**config.mk**
```make
export PLATFORM = sky130hd
export DESIGN_NAME = fcp_credit_scheduler
export DESIGN_NICKNAME = d
export VERILOG_FILES = /design/src/rtl/fcp_credit_scheduler.sv
export SDC_FILE = /design/constraint.sdc
export NUM_CORES = 1
export LEC_CHECK = 0
export CORE_MARGIN = 10
export CORE_UTILIZATION = 33
export DETAILED_ROUTE_END_ITERATION = 8
export HOLD_SLACK_MARGIN = 0.03
export PLACE_DENSITY_LB_ADDON = 0.15
export SLEW_MARGIN = 25
export SYNTH_ARGS = -nofsm -noshare
export SYNTH_HDL_FRONTEND = slang
export SYNTH_SLANG_ARGS = --single-unit
```
**constraint.sdc**
```tcl
create_clock -name clk -period 5.2 [get_ports clk]
set_input_delay 1.3 -clock clk [delete_from_list [all_inputs] [get_ports clk]]
set_output_delay 1.3 -clock clk [all_outputs]
set_load 0.01 [all_outputs]
```
**src/rtl/fcp_credit_scheduler.sv**
```systemverilog
// Per-VC credit scheduler: round-robin grant of head packets that fit within
// the downstream FCP credit limit, one outstanding packet at a time.
module fcp_credit_scheduler #(
  parameter int NUM_VC            = 4,
  parameter int VC_WIDTH          = 2,
  parameter int QUEUE_INDEX_WIDTH = 16,
  parameter int STAT_WIDTH        = 32,
  parameter int LEN_WIDTH         = 16,
  parameter int INIT_CREDIT       = 256
) (
  input  logic                          clk,
  input  logic                          sys_rst_n,
  input  logic [NUM_VC-1:0]             s_req,
  input  logic [NUM_VC*LEN_WIDTH-1:0]   s_req_len,
  input  logic                          fcp_valid,
  input  logic [QUEUE_INDEX_WIDTH-1:0]  fcp_vc,
  input  logic [STAT_WIDTH-1:0]         fcp_fccl,
  output logic                          m_grant_valid,
  input  logic                          m_grant_ready,
  output logic [VC_WIDTH-1:0]           m_grant_vc,
  output logic [LEN_WIDTH-1:0]          m_grant_len,
  input  logic                          pkt_done,
  output logic [STAT_WIDTH-1:0]         dbg_stall_count
);

  typedef enum logic [1:0] {IDLE, GRANT, BUSY} state_t;

  state_t                  state_q, state_d;
  logic                    grant_valid_q, grant_valid_d;
  logic [VC_WIDTH-1:0]     grant_vc_q, grant_vc_d;
  logic [LEN_WIDTH-1:0]    grant_len_q, grant_len_d;
  logic [VC_WIDTH-1:0]     rr_ptr_q, rr_ptr_d;
  logic [STAT_WIDTH-1:0]   stall_q, stall_d;
  logic [STAT_WIDTH-1:0]   fccl_q [NUM_VC];
  logic [STAT_WIDTH-1:0]   fccl_d [NUM_VC];
  logic [STAT_WIDTH-1:0]   tx_cnt_q [NUM_VC];
  logic [STAT_WIDTH-1:0]   tx_cnt_d [NUM_VC];

  logic [LEN_WIDTH-1:0]    len_arr [NUM_VC];
  logic [STAT_WIDTH-1:0]   credit [NUM_VC];
  logic [NUM_VC-1:0]       elig;
  logic [VC_WIDTH-1:0]     win_vc;
  logic                    win_found;
  logic [VC_WIDTH-1:0]     idx;

  // Credit is computed modulo 2^STAT_WIDTH so wrapping counters stay consistent.
  always_comb begin
    for (int i = 0; i < NUM_VC; i++) begin
      len_arr[i] = s_req_len[i*LEN_WIDTH +: LEN_WIDTH];
      credit[i]  = fccl_q[i] - tx_cnt_q[i];
      elig[i]    = s_req[i] && (len_arr[i] != '0) &&
                   (credit[i] >= STAT_WIDTH'(len_arr[i]));
    end
  end

  always_comb begin
    win_vc    = '0;
    win_found = 1'b0;
    idx       = '0;
    for (int k = 0; k < NUM_VC; k++) begin
      idx = rr_ptr_q + VC_WIDTH'(k);
      if (!win_found && elig[idx]) begin
        win_vc    = idx;
        win_found = 1'b1;
      end
    end
  end

  always_comb begin
    state_d       = state_q;
    grant_valid_d = grant_valid_q;
    grant_vc_d    = grant_vc_q;
    grant_len_d   = grant_len_q;
    rr_ptr_d      = rr_ptr_q;
    stall_d       = stall_q;
    fccl_d        = fccl_q;
    tx_cnt_d      = tx_cnt_q;

    case (state_q)
      IDLE: begin
        if (win_found) begin
          grant_vc_d    = win_vc;
          grant_len_d   = len_arr[win_vc];
          grant_valid_d = 1'b1;
          state_d       = GRANT;
        end else if (|s_req && (stall_q != {STAT_WIDTH{1'b1}})) begin
          stall_d = stall_q + STAT_WIDTH'(1);
        end
      end
      GRANT: begin
        if (m_grant_ready) begin
          tx_cnt_d[grant_vc_q] = tx_cnt_q[grant_vc_q] + STAT_WIDTH'(grant_len_q);
          rr_ptr_d             = grant_vc_q + VC_WIDTH'(1);
          grant_valid_d        = 1'b0;
          state_d              = BUSY;
        end
      end
      BUSY: begin
        if (pkt_done) state_d = IDLE;
      end
      default: state_d = IDLE;
    endcase

    // Absolute limit update; lives in its own register so it coexists with a debit.
    if (fcp_valid && (fcp_vc < QUEUE_INDEX_WIDTH'(NUM_VC))) begin
      fccl_d[fcp_vc[VC_WIDTH-1:0]] = fcp_fccl;
    end
  end

  always_ff @(posedge clk or negedge sys_rst_n) begin
    if (!sys_rst_n) begin
      state_q       <= IDLE;
      grant_valid_q <= 1'b0;
      grant_vc_q    <= '0;
      grant_len_q   <= '0;
      rr_ptr_q      <= '0;
      stall_q       <= '0;
      for (int i = 0; i < NUM_VC; i++) begin
        fccl_q[i]   <= STAT_WIDTH'(INIT_CREDIT);
        tx_cnt_q[i] <= '0;
      end
    end else begin
      state_q       <= state_d;
      grant_valid_q <= grant_valid_d;
      grant_vc_q    <= grant_vc_d;
      grant_len_q   <= grant_len_d;
      rr_ptr_q      <= rr_ptr_d;
      stall_q       <= stall_d;
      fccl_q        <= fccl_d;
      tx_cnt_q      <= tx_cnt_d;
    end
  end

  assign m_grant_valid   = grant_valid_q;
  assign m_grant_vc      = grant_vc_q;
  assign m_grant_len     = grant_len_q;
  assign dbg_stall_count = stall_q;

endmodule
```
### Word level (Yosys, flattened, before mapping)

Index checks and enable logic that the tools add are counted.
Widths: inputs -> output; s select.

* bits in read-only memories: 0
* input bits: 121
* output and inout bits: 51
* bits in writable memories: 0
* memories kept: 0
* register bits: 311
* word-level logic and storage cells: 113
* latch bits: 0

* order comparisons: 14
* shift operators: 0
* equality and inequality tests: 6
* bitwise gates (word level): 4
* reduce and logical (&&, ||, !) cells: 30
* divide/modulo/power cells: 0
* $mul: 0
* muxes and demuxes: 35
* add/sub/neg operators: 10

Operator list (number)
* $bwmux 128: 2
* $demux 32 s2: 2
* $ge 32x16->1: 4
* $mux 32: 4
* $sub 32x32->32: 4
* $bmux 32 s2: 1
* $reduce_bool 16->1: 4
* $add 32x1->32 const B: 1
* $add 32x16->32: 1
* $bmux 16 s2: 1
* $mux 16: 2
* $ne 32x32->1 const B: 1
* $lt 16x3->1 const B: 1
* $logic_and 1x1->1: 15
* $mux 2: 7
* $lt 2x3->1 const B: 4
* $mux 1: 10
* $ge 3x3->1 const B: 3
* $not 2->3: 3
* $reduce_and 3->1: 3
* $bmux 1 s2: 4
* $lt 3x1->1 const B: 2
* $ne 2x2->1 const B: 3
* $pmux 2 s3: 1
* 11 further kinds: 16

### Longest topological paths before layout

Gate-level depths: netlist (run 1).

* depth after elaboration: 19
* gate-level depth with buffers: 29
* gate-level depth less buffers: 26

### Worst setup path after synthesis (run 1)

Ideal clock, no wire load.

* path kind: reg-to-reg
* start: register grant_vc_q[1], in the netlist m_grant_vc[1]
* end: register tx_cnt_q[18] in the netlist's numbering
* setup slack: -253 ps
* setup time: 132 ps
* required time: 5068 ps
* path buffers: 4
* data arrival time: 5321 ps
* cell stages (with the launch flop): 22
* clock period less this slack: 5453 ps
* cell sequence: dfrtp_1 > clkbuf_1 > buf_1 > clkbuf_1 > clkbuf_1 > mux4_2 > ha_1 > inv_1 > fa_1 > nor2b_1 > o21ai_0 > a21oi_1 > o21ai_0 > a21oi_1 > o21ai_0 > a21oi_1 > o21ai_0 > a211oi_1 > o31ai_1 > a21boi_0 > xnor2_1 > o21ai_0

* word-level cells in the longest chain between the ends: 6
* elaborated cells on any way between the ends: 11
* those cells by class: add/sub: 1; order compare: 2; mux: 6; bitwise: 1; reduce/logical: 1

RTL lines
* from (decl): line 30 `logic [VC_WIDTH-1:0] grant_vc_q, grant_vc_d;`
* from (signal assigned): line 125 `grant_vc_q <= grant_vc_d;`
* $not 2->3 (implied by the code) *: line 92 `tx_cnt_d[grant_vc_q] = tx_cnt_q[grant_vc_q] + STAT_WIDTH'(grant_len_q);`
* $bmux 32 s2 (tied with other cells): line 92
* $mux 32 (implied by the code) / $logic_and 1x1->1 (equally long branches): line 92
* $mux 32 (implied by the code): line 92
* $add 32x16->32 / $demux 32 s2 (equally long branches): line 92
* $bwmux 128 *: line 92
* to (signal assigned): line 130 `tx_cnt_q <= tx_cnt_d;`
* to (decl): line 36 `logic [STAT_WIDTH-1:0] tx_cnt_q [NUM_VC];`

Mark *: on every way between the ends. The rest lies on a longest branch, timed or not. The select of a mux whose other input is x is not followed.
A chain may end at the register's enable or synchronous reset.

### Worst setup path in the final report (run 1)

* start: register tx_cnt_q[97] in the netlist's numbering
* end: register stall_q[22], in the netlist dbg_stall_count[22]

* word-level cells in the longest chain between the ends: 17
* elaborated cells on any way between the ends: 23
* those cells by class: add/sub: 1; order compare: 1; mux: 12; bitwise: 1; reduce/logical: 8

RTL lines
* $sub 32x32->32 *: line 50 `credit[i] = fccl_q[i] - tx_cnt_q[i];`
* $ge 32x16->1 *: line 52 `(credit[i] >= STAT_WIDTH'(len_arr[i]));`
* $logic_and 1x1->1 *: line 51 `elig[i] = s_req[i] && (len_arr[i] != '0) &&`
* $bmux 1 s2: line 62 `if (!win_found && elig[idx]) begin`
* $mux 1 (implied by the code): line 62
* $mux 1: line 62
* $logic_not 1->1: line 62
* $logic_and 1x1->1: line 62
* $mux 1: line 62
* $logic_not 1->1: line 62
* $logic_and 1x1->1: line 62
* $mux 1: line 62
* $logic_not 1->1: line 62
* $logic_and 1x1->1: line 62
* $mux 1 *: line 62
* $not 1->1 (no source line) *
* $reduce_and 3->1 (no source line) *
* to (signal assigned): line 128 `stall_q <= stall_d;`
* to (decl): line 33 `logic [STAT_WIDTH-1:0] stall_q, stall_d;`

Marks and branches as above.

==> results of run 1 <==
registers in the layout, indices dropped and copies added (netlist names):
name             count
fccl_q             128
tx_cnt_q           128
dbg_stall_count     32
m_grant_len         16
m_grant_vc           2
rr_ptr_q             2
state_q              2
m_grant_valid        1
cell type report:
cell class	instances	area, sq um
Fill cell	6925	40500
Sequential cell	311	7790
Antenna cell	4	10.0
Clock inverter	8	68.8
Timing Repair Buffer	499	4390
Tap cell	950	1190
Clock buffer	57	1130
Multi-Input combinational cell	1975	15200
Inverter	248	931
path summary, 6_finish.rpt:
kind                                           from                   to  slack, ns
worst max-delay path                   tx_cnt_q[97]  dbg_stall_count[22]      -0.44
worst min-delay path            dbg_stall_count[30]  dbg_stall_count[30]       0.50
worst max register to register         tx_cnt_q[97]  dbg_stall_count[22]      -0.44
worst min register to register  dbg_stall_count[30]  dbg_stall_count[30]       0.50
max in group asynchronous                 sys_rst_n          fccl_q[104]       3.51
min in group asynchronous                 sys_rst_n           fccl_q[22]       0.74
per-stage QoR:
stage | cells | instance area [sq um] | utilization (%) | hold slack (ns) | power [mW]
2_1_floorplan | 2634 | 23600 | - | 0.466 | 7.00
3_3_place_gp | 3963 | 28600 | 40.1 | 0.469 | 9.75
3_5_place_dp | 3963 | 28600 | 40.1 | 0.472 | 9.91
4_1_cts | 4039 | 30400 | 42.7 | 0.490 | 12.8
5_1_grt | 4048 | 30700 | 43.1 | 0.514 | 13.9
6_report | 4052 | 30700 | 43.1 | 0.499 | 13.0
cells by family (layout without fill, tap and decap cells):
family,Yosys count,after routing,share of synthesized area [%]
and+or+nand+nor,715,715,14.8
AOI/OAI and AO/OA,704,704,18.9
buffers and inverters,348,812,5.73
DFF,311,311,32.9
adders and majority gates,214,214,11.5
muxes,203,203,11.0
xor gates and xnor gates,139,139,5.15
other,0,4,0
placed cells by master, fill, tap and decap left out, types with 19 or more instances in the layout:
cell type,n
nor4_1,24
a21oi_1,166
clkbuf_16,41
nand3_1,54
a31oi_1,20
nor3_1,26
clkdlybuf4s50_1,170
buf_4,305
xor2_1,56
mux4_2,32
a21o_1,52
o211ai_1,23
nand2_1,277
mux2_2,130
nor2_1,99
dfrtp_1,305
o21ai_0,228
nand4_1,43
ha_1,206
o21a_1,25
nand2b_1,27
mux2i_1,32
nor2b_1,19
inv_1,248
xnor2_1,82
and3_1,21
report_power, final:
part	leakage [nW]	switching (mW)	internal, mW
clock network	0.598	1.11	1.55
registers	4.16	0.389	2.76
logic	10.0	3.97	3.22
total	14.8	5.46	7.53
per-layer routing:
metal  track usage, %  vias to the layer above
met5                0                        -
met4             6.35                        0
met3             3.67                      110
met2             33.4                      526
met1             29.9                    10809
li1                 -                    10338
timing repair:
item / CTS / global route
gates cloned: 2 / 1
pin swaps: 32 / 44
hold buffers: 0 / 0
gates resized for setup: 111 / 42
setup endpoints to repair: 52 / 52
setup buffers: 9 / 8
==> flow_summary.json, run 1 <==
{
  "detail_placement_hpwl_microns": 73500,
  "first_iter_violations": 1438,
  "boundaryPins": 172,
  "setup_violations": 52,
  "core-area_sq_um": 71200,
  "worstSetupPathDepth": 28,
  "tritoncts": "yes",
  "route.detailed.drc": 0,
  "critical-path-top-delay-family": "compound AO/OA/AOI/OAI gates",
  "endpoint_kind": "flip-flop",
  "synth-warning-count": 0,
  "postSynthCellCount": 2634,
  "tightestPinTransition_ns": 1.04,
  "layout-drive-gt1-share_pct": 21.9,
  "m1WireLength_microns": 43200,
  "detailroute.via_count": 21783,
  "synth_cell_type_count": 88,
  "number_of_cells_on_the_worst_hold_path": 1,
  "die-area_sq_um": 82800,
  "port_buffers": 171,
  "highest-signal-layer": "met4",
  "synth_top_area_share_pct": 32.5,
  "vdd_ir_drop_max_uv": 235,
  "setup_total_negative_slack_ns": -16.29,
  "post_synth_most_frequent_cells": "307 x dfrtp_1, 286 x nand2_1, 248 x inv_1",
  "synth_area_leader_cell": "dfrtp_1",
  "required_time_reported_for_the_critical_path_endpoint_ns": 5.67,
  "route.met3.wl_microns": 4900,
  "leakage_dissipation_nw": 14.8,
  "die_w_microns": 288,
  "postSynthRegisterBits": 311,
  "worst_min_path_class": "reg -> reg",
  "synthToLayoutAreaGrowth_pct": 29.9,
  "cp_max_fo": 6,
  "grt_start_max_net_pins": 85,
  "synth-edff-count": 0,
  "pwr_density_cell_nw_per_um2": 423,
  "rsz0062_at_grt": "yes",
  "timing.max_slew.rel_slack_pct": 30.1,
  "detailroute.wirelength.met2_microns": 40100,
  "maxCapViolCount": 0,
  "critical_path.slowest_cell": "dfrtp_1",
  "antenna_violating_nets_post_route": 0,
  "status": "complete, but fails checks",
  "slew_violations": 0,
  "clock-sinks": 311,
  "clk_latency_ns": 0.57,
  "synth.yosys.seq_area_share_pct": 32.9,
  "global_route_wire_length_before_repair_microns": 136000,
  "startpoint_type": "flip-flop",
  "violations_in_the_final_reports": "setup timing",
  "synth.area.top_cells": "dfrtp_1 32%, ha_1 11%, mux2_2 6.2%",
  "htreeDepth": 2,
  "clkTransAtPathRegs_ns": 0.06,
  "drtPass1Iterations": 5,
  "cts_max_path_buffers": 3,
  "critical_path.max_stage_delay_ns": 0.38,
  "synth_ff_type": "dfrtp_1",
  "syn-mean-instance-area_sq_um": 8.98,
  "critical_path_arrival_ns": 6.12,
  "worst-setup-path-type": "reg -> reg",
  "synth.net_count": 2969,
  "totalWireLength_microns": 90800,
  "synth.cell_area_sq_um": 23600,
  "synth-async-reset-ratio_pct": 100,
  "gp_routability_congestion": 0.957,
  "synth_most_common_cell": "dfrtp_1",
  "post_route_clock_period_utilization_pct": 108,
  "grt_util_all_layers_pct": 21.4,
  "worstPathBufferInverterCount": 7,
  "fin_worst_skew_ns": 0.0302,
  "std_cell_rows": 98,
  "preCtsSetupSlack_ns": -1.28,
  "timing.final.ws_setup_ns": -0.442,
  "drt-wirelength-per-cell_microns": 22.4,
  "overall_overflow_remaining_after_global_route": 0,
  "cts.root.buffer_cell": "clkbuf_16",
  "antenna_found_initial": 2,
  "grt_pass1_vias": 21987,
  "max_clock_freq_mhz": 177,
  "r2r.worst_path.cells": 28,
  "finalNetCount": 3409,
  "floorplan.die.height_microns": 288,
  "route.detailed.vias_per_inst": 5.38,
  "timing.final.hold_violations": 0,
  "critPathMostFrequentCell": "buf_4",
  "cts_made_buffers": 39,
  "period_minus_slack_ns": 5.64,
  "initial_utilization_pct": 33.2
}
No activity file was read; power rests on OpenSTA's default activity.
==> run 2, diff against run 1 <==
--- a/config.mk
+++ b/config.mk
@@ -5,12 +5,13 @@
 export SDC_FILE = /design/constraint.sdc
 export NUM_CORES = 1
 export LEC_CHECK = 0
+export CAP_MARGIN = 20
 export CORE_MARGIN = 10
 export CORE_UTILIZATION = 33
 export DETAILED_ROUTE_END_ITERATION = 8
 export HOLD_SLACK_MARGIN = 0.03
 export PLACE_DENSITY_LB_ADDON = 0.15
-export SLEW_MARGIN = 25
+export SLEW_MARGIN = 30
 export SYNTH_ARGS = -nofsm -noshare
 export SYNTH_HDL_FRONTEND = slang
 export SYNTH_SLANG_ARGS = --single-unit
==> flow_summary.json, run 2 (synthesis results as in run 1) <==
{
  "status": "complete, but fails checks",
  "violations_in_the_final_reports": "setup timing",
  "rrSetupSlack_ns": -0.41,
  "post-place-cells": 3963,
  "period_minus_slack_ns": 5.61,
  "cts_hold_buf": 0,
  "required_time_reported_for_the_critical_path_endpoint_ns": 5.67,
  "clkTransAtPathRegs_ns": 0.06,
  "timing.max_slew.rel_slack_pct": 27.3,
  "preCtsSetupSlack_ns": -1.27,
  "cts.root.buffer_cell": "clkbuf_16",
  "tritoncts": "yes",
  "grt_start_max_net_pins": 85,
  "leakage_dissipation_nw": 14.9,
  "post_route_clock_period_utilization_pct": 108,
  "pwr_density_cell_nw_per_um2": 427,
  "clock-sinks": 311,
  "setup_violations": 52,
  "critical_path_arrival_ns": 6.09,
  "max_clock_freq_mhz": 178,
  "core-area_sq_um": 71200,
  "fin_worst_skew_ns": 0.0210,
  "drt-wirelength-per-cell_microns": 22.6,
  "sequential_cell_area_sq_um": 7790,
  "initial_utilization_pct": 33.2,
  "route.detailed.vias_per_inst": 5.39,
  "nFillCells": 6804,
  "timing.final.hold_violations": 0,
  "global_route_wire_length_before_repair_microns": 136000,
  "rsz0062_at_grt": "yes",
  "final_cell_count_no_fill": 4067,
  "multiInputGateArea_sq_um": 15300,
  "die_w_microns": 288,
  "final_cell_mix": "306 x buf_4, 304 x dfrtp_1, 277 x nand2_1",
  "most_common_library_cell_in_the_layout_ignoring_fill_and_taps": "buf_4",
  "grt_util_all_layers_pct": 21.5,
  "worst-setup-path-type": "reg -> reg",
  "startpoint_type": "flip-flop",
  "cts_max_path_buffers": 3,
  "totalPowerFinal_mw": 13.3,
  "synthToLayoutAreaGrowth_pct": 31.4,
  "overall_overflow_remaining_after_global_route": 0,
  "final_design_area_no_fill_sq_um": 31100,
  "gp_routability_congestion": 0.957,
  "cp_max_fo": 6,
  "port_buffers": 171,
  "vdd_ir_drop_max_uv": 209,
  "antenna_found_initial": 2,
  "timing.final.ws_setup_ns": -0.411,
  "cts_made_buffers": 40,
  "dpl-instance-area_sq_um": 28600,
  "detail_placement_hpwl_microns": 73500,
  "worst_min_path_class": "reg -> reg",
  "drtPass1Iterations": 5,
  "floorplan.die.height_microns": 288,
  "finalCoreUtilization_pct": 43.6,
  "detailroute.via_count": 21940,
  "totalWireLength_microns": 91700,
  "layout-drive-gt1-share_pct": 23.2,
  "first_iter_violations": 1532,
  "clk_latency_ns": 0.56,
  "std_cell_rows": 98,
  "antenna_violating_nets_post_route": 0,
  "die-area_sq_um": 82800,
  "route.detailed.drc": 0,
  "finalNetCount": 3421,
  "htreeDepth": 2,
  "endpoint_kind": "flip-flop",
  "maxCapViolCount": 0,
  "tightestPinTransition_ns": 1.09,
  "boundaryPins": 172,
  "slew_violations": 0,
  "grt_pass1_vias": 21927
}
## run 2: routing by layer
layer,wire length (microns),GRT usage (%)
met1,42800,29.9
met2,41100,33.9
met3,5330,3.52
met4,2480,6.06
met5,0,0
## run 2: area by class of cell
| class | count | area share [%] |
|---|---|---|
| inverter | 248 | 3.00 |
| multi-input combinational | 1975 | 49.4 |
| clock inverter | 11 | 0.209 |
| antenna | 4 | 0.0322 |
| sequential | 311 | 25.1 |
| tap | 950 | 3.83 |
| timing repair buffer | 510 | 14.7 |
| clock buffer | 58 | 3.73 |
## run 2: critical path, cell delays in order, from the launching register on
cell	delay [ns]
dfrtp_1	0.38
ha_1	0.30
nor2b_4	0.13
o31a_1	0.28
buf_4	0.16
o311ai_4	0.34
a31o_2	0.25
a21oi_1	0.08
xor2_1	0.14
ha_1	0.32
nand2_2	0.13
o21ai_0	0.10
a311oi_1	0.21
buf_4	0.17
o221ai_1	0.10
a211o_1	0.28
a221oi_2	0.17
and4_1	0.22
nand4_1	0.15
buf_6	0.18
and3_4	0.20
nor4_4	0.31
buf_6	0.18
buf_6	0.11
nand3_4	0.10
buf_12	0.21
nor3_4	0.16
xor2_1	0.20
## run 2: worst paths after layout
check,depth (start not counted),end,startpoint
max,27,dbg_stall_count[29],fccl_q[97]
min,1,dbg_stall_count[10],dbg_stall_count[10]
max in group asynchronous,2,fccl_q[104],sys_rst_n
min reg2reg,1,dbg_stall_count[10],dbg_stall_count[10]
min in group asynchronous,1,fccl_q[22],sys_rst_n
max reg2reg,27,dbg_stall_count[29],fccl_q[97]
## run 2: through the flow
step	TNS [ns]	hold WS [ns]
final	-14.70	0.495
after global routing	-24.19	0.509
after CTS	-15.82	0.490
after detailed placement	-58.30	0.472
after global placement	-54.82	0.469
after floorplan	0	0.466
## run 2: report_power, final
| part | total (mW) | switching, mW | internal (mW) |
|---|---|---|---|
| Clock | 2.66 | 1.12 | 1.54 |
| Sequential | 3.15 | 0.390 | 2.76 |
| Combinational | 7.46 | 4.08 | 3.38 |
| Total | 13.3 | 5.59 | 7.69 |
## run 2: what timing repair did
| item | 4_1_cts | 5_1_grt |
|---|---|---|
| gates cloned | 3 | 4 |
| endpoints found under the setup margin | 52 | 52 |
| resized for setup | 119 | 75 |
| pin swaps | 37 | 53 |
| buffers inserted | 13 | 13 |
==> run 3, diff against run 2 <==
--- a/config.mk
+++ b/config.mk
@@ -10,8 +10,9 @@
 export CORE_UTILIZATION = 33
 export DETAILED_ROUTE_END_ITERATION = 8
 export HOLD_SLACK_MARGIN = 0.03
-export PLACE_DENSITY_LB_ADDON = 0.15
-export SLEW_MARGIN = 30
+export PLACE_DENSITY = 0.49
+export SETUP_SLACK_MARGIN = 0.2
+export SLEW_MARGIN = 10
 export SYNTH_ARGS = -nofsm -noshare
 export SYNTH_HDL_FRONTEND = slang
 export SYNTH_SLANG_ARGS = --single-unit
==> flow_summary.json, run 3 (synthesis results as in run 1) <==
{
  "worstPathBufferInverterCount": 7,
  "critical_path.slowest_cell": "dfrtp_1",
  "netSwitchingFraction_pct": 41.8,
  "maxCapViolCount": 0,
  "p_int_mw": 7.73,
  "p_switching_mw": 5.55,
  "cts_made_buffers": 40,
  "sequential_cell_area_sq_um": 7790,
  "initial_utilization_pct": 33.2,
  "route.detailed.vias_per_inst": 5.38,
  "pwr_density_cell_nw_per_um2": 430,
  "route.detailed.drc": 0,
  "violations_in_the_final_reports": "setup timing",
  "post_route_clock_period_utilization_pct": 105,
  "rsz0062_at_grt": "yes",
  "power.sequential.fraction_pct": 23.9,
  "endpoint_kind": "flip-flop",
  "antenna-diode-count": 0,
  "period_minus_slack_ns": 5.45,
  "startpoint_type": "flip-flop",
  "cp_max_fo": 8,
  "required_time_reported_for_the_critical_path_endpoint_ns": 5.63,
  "post-place-cells": 3954,
  "tightestPinTransition_ns": 0.933,
  "most_common_library_cell_in_the_layout_ignoring_fill_and_taps": "dfrtp_1",
  "worst_min_path_class": "reg -> reg",
  "global_route_wire_length_before_repair_microns": 136000,
  "critPathMostFrequentCell": "buf_4",
  "critical_path_arrival_ns": 5.88,
  "timing.max_slew.rel_slack_pct": 37.8,
  "vdd_ir_drop_max_uv": 222,
  "finalNetCount": 3407,
  "fin_worst_skew_ns": 0.0238,
  "die_w_microns": 288,
  "gp_routability_congestion": 0.908,
  "final_cell_mix": "305 x dfrtp_1, 295 x buf_4, 279 x nand2_1",
  "slew_violations": 0,
  "std_cell_rows": 98,
  "antenna_violating_nets_post_route": 0,
  "cts_hold_buf": 0,
  "max_clock_freq_mhz": 184,
  "port_buffers": 171,
  "synthToLayoutAreaGrowth_pct": 30.7,
  "drtPass1Iterations": 5,
  "boundaryPins": 172,
  "overall_overflow_remaining_after_global_route": 0,
  "multiInputGateArea_sq_um": 15200,
  "worst-setup-path-type": "reg -> reg",
  "clkTransAtPathRegs_ns": 0.06,
  "grt_pass1_vias": 22007,
  "setup_violations": 48,
  "timing.final.ws_setup_ns": -0.249,
  "die-area_sq_um": 82800,
  "dpl-instance-area_sq_um": 28500,
  "critical_path.max_stage_delay_ns": 0.34,
  "core-area_sq_um": 71200,
  "timing.final.hold_violations": 0,
  "grt_start_max_net_pins": 104,
  "cts.root.buffer_cell": "clkbuf_16",
  "p_clk_share_pct": 21.3,
  "totalWireLength_microns": 91400,
  "layout-drive-gt1-share_pct": 22.4,
  "cts_max_path_buffers": 3,
  "final_design_area_no_fill_sq_um": 30900,
  "floorplan.die.height_microns": 288,
  "final_cell_count_no_fill": 4052,
  "nFillCells": 6918,
  "detail_placement_hpwl_microns": 73800,
  "leakage_dissipation_nw": 14.8,
  "detailroute.via_count": 21818,
  "htreeDepth": 2,
  "p_comb_share_pct": 54.8,
  "status": "complete, but fails checks",
  "first_iter_violations": 1586,
  "drt-wirelength-per-cell_microns": 22.5,
  "grt_util_all_layers_pct": 21.5,
  "clock-sinks": 311,
  "critical-path-top-delay-family": "compound AO/OA/AOI/OAI gates",
  "tritoncts": "yes",
  "antenna_found_initial": 3,
  "clk_latency_ns": 0.57
}
[run 3: changes by cell type in the layout (fill, tap and decap cells not counted), sizes merged]
cell,before,now
buf,337,324
diode,4,0
bufinv,0,2
clkinvlp,1,7
clkbuf,61,56
clkinv,9,8
[run 3: cell type report]
class / instances / share of cell area, %
clock buffers: 54 / 3.68
clock inverters: 18 / 0.571
inverters: 248 / 3.01
multi-input cells: 1975 / 49.2
flip-flops and latches: 311 / 25.2
well taps: 950 / 3.85
repair buffers: 496 / 14.5
[run 3: power groups by stage]
stage	Clock [mW]	Combinational [mW]	Sequential, mW
2_1_floorplan	0	3.98	3.05
3_3_place_gp	0	6.62	3.18
3_5_place_dp	0	6.72	3.19
4_1_cts	2.90	7.09	3.15
5_1_grt	2.99	7.98	3.20
6_report	2.83	7.28	3.17
[run 3: final timing paths]
| kind | cells past startpoint | from | slack (ns) | endpoint |
|---|---|---|---|---|
| min in group asynchronous | 1 | sys_rst_n | 0.77 | fccl_q[121] |
| setup / recovery | 28 | tx_cnt_q[97] | -0.25 | m_grant_len[11] |
| hold / removal | 2 | m_grant_valid | 0.49 | m_grant_valid |
| max in group asynchronous | 2 | sys_rst_n | 3.37 | m_grant_vc[0] |
| setup reg to reg | 28 | tx_cnt_q[97] | -0.25 | m_grant_len[11] |
| hold reg to reg | 2 | m_grant_valid | 0.49 | m_grant_valid |
[run 3: through the flow]
stage	setup slack (ns)	total power, mW	setup TNS, ns	hold slack, ns	util, %
6_report	-0.249	13.3	-7.61	0.489	43.4
4_1_cts	-0.235	13.1	-8.18	0.486	42.9
5_1_grt	-0.437	14.2	-18.20	0.514	43.4
3_5_place_dp	-0.753	9.91	-33.90	0.468	40.1
3_3_place_gp	-0.708	9.80	-32.61	0.464	40.1
2_1_floorplan	0.207	7.02	0	0.466	-
[run 3: timing repair]
action                                  4_1_cts  5_1_grt
endpoints found under the setup margin       52       61
buffers inserted                             10        7
pin swaps                                    62       28
resized for setup                           110       41
gates cloned                                  4        2
[run 3: layer usage]
layer / share of wire [%] / GRT usage (%) / vias up
li1: - / - / 10358
met1: 47 / 29.7 / 10729
met2: 44 / 33.7 / 602
met3: 6.0 / 3.82 / 129
met4: 3.0 / 6.51 / 0
met5: 0 / 0 / -
[run 3: worst min-delay path, cell delays in order, from the launching register on]
cell and delay (ns):
dfrtp_1 0.35, nand2_1 0.05, nand2_1 0.06
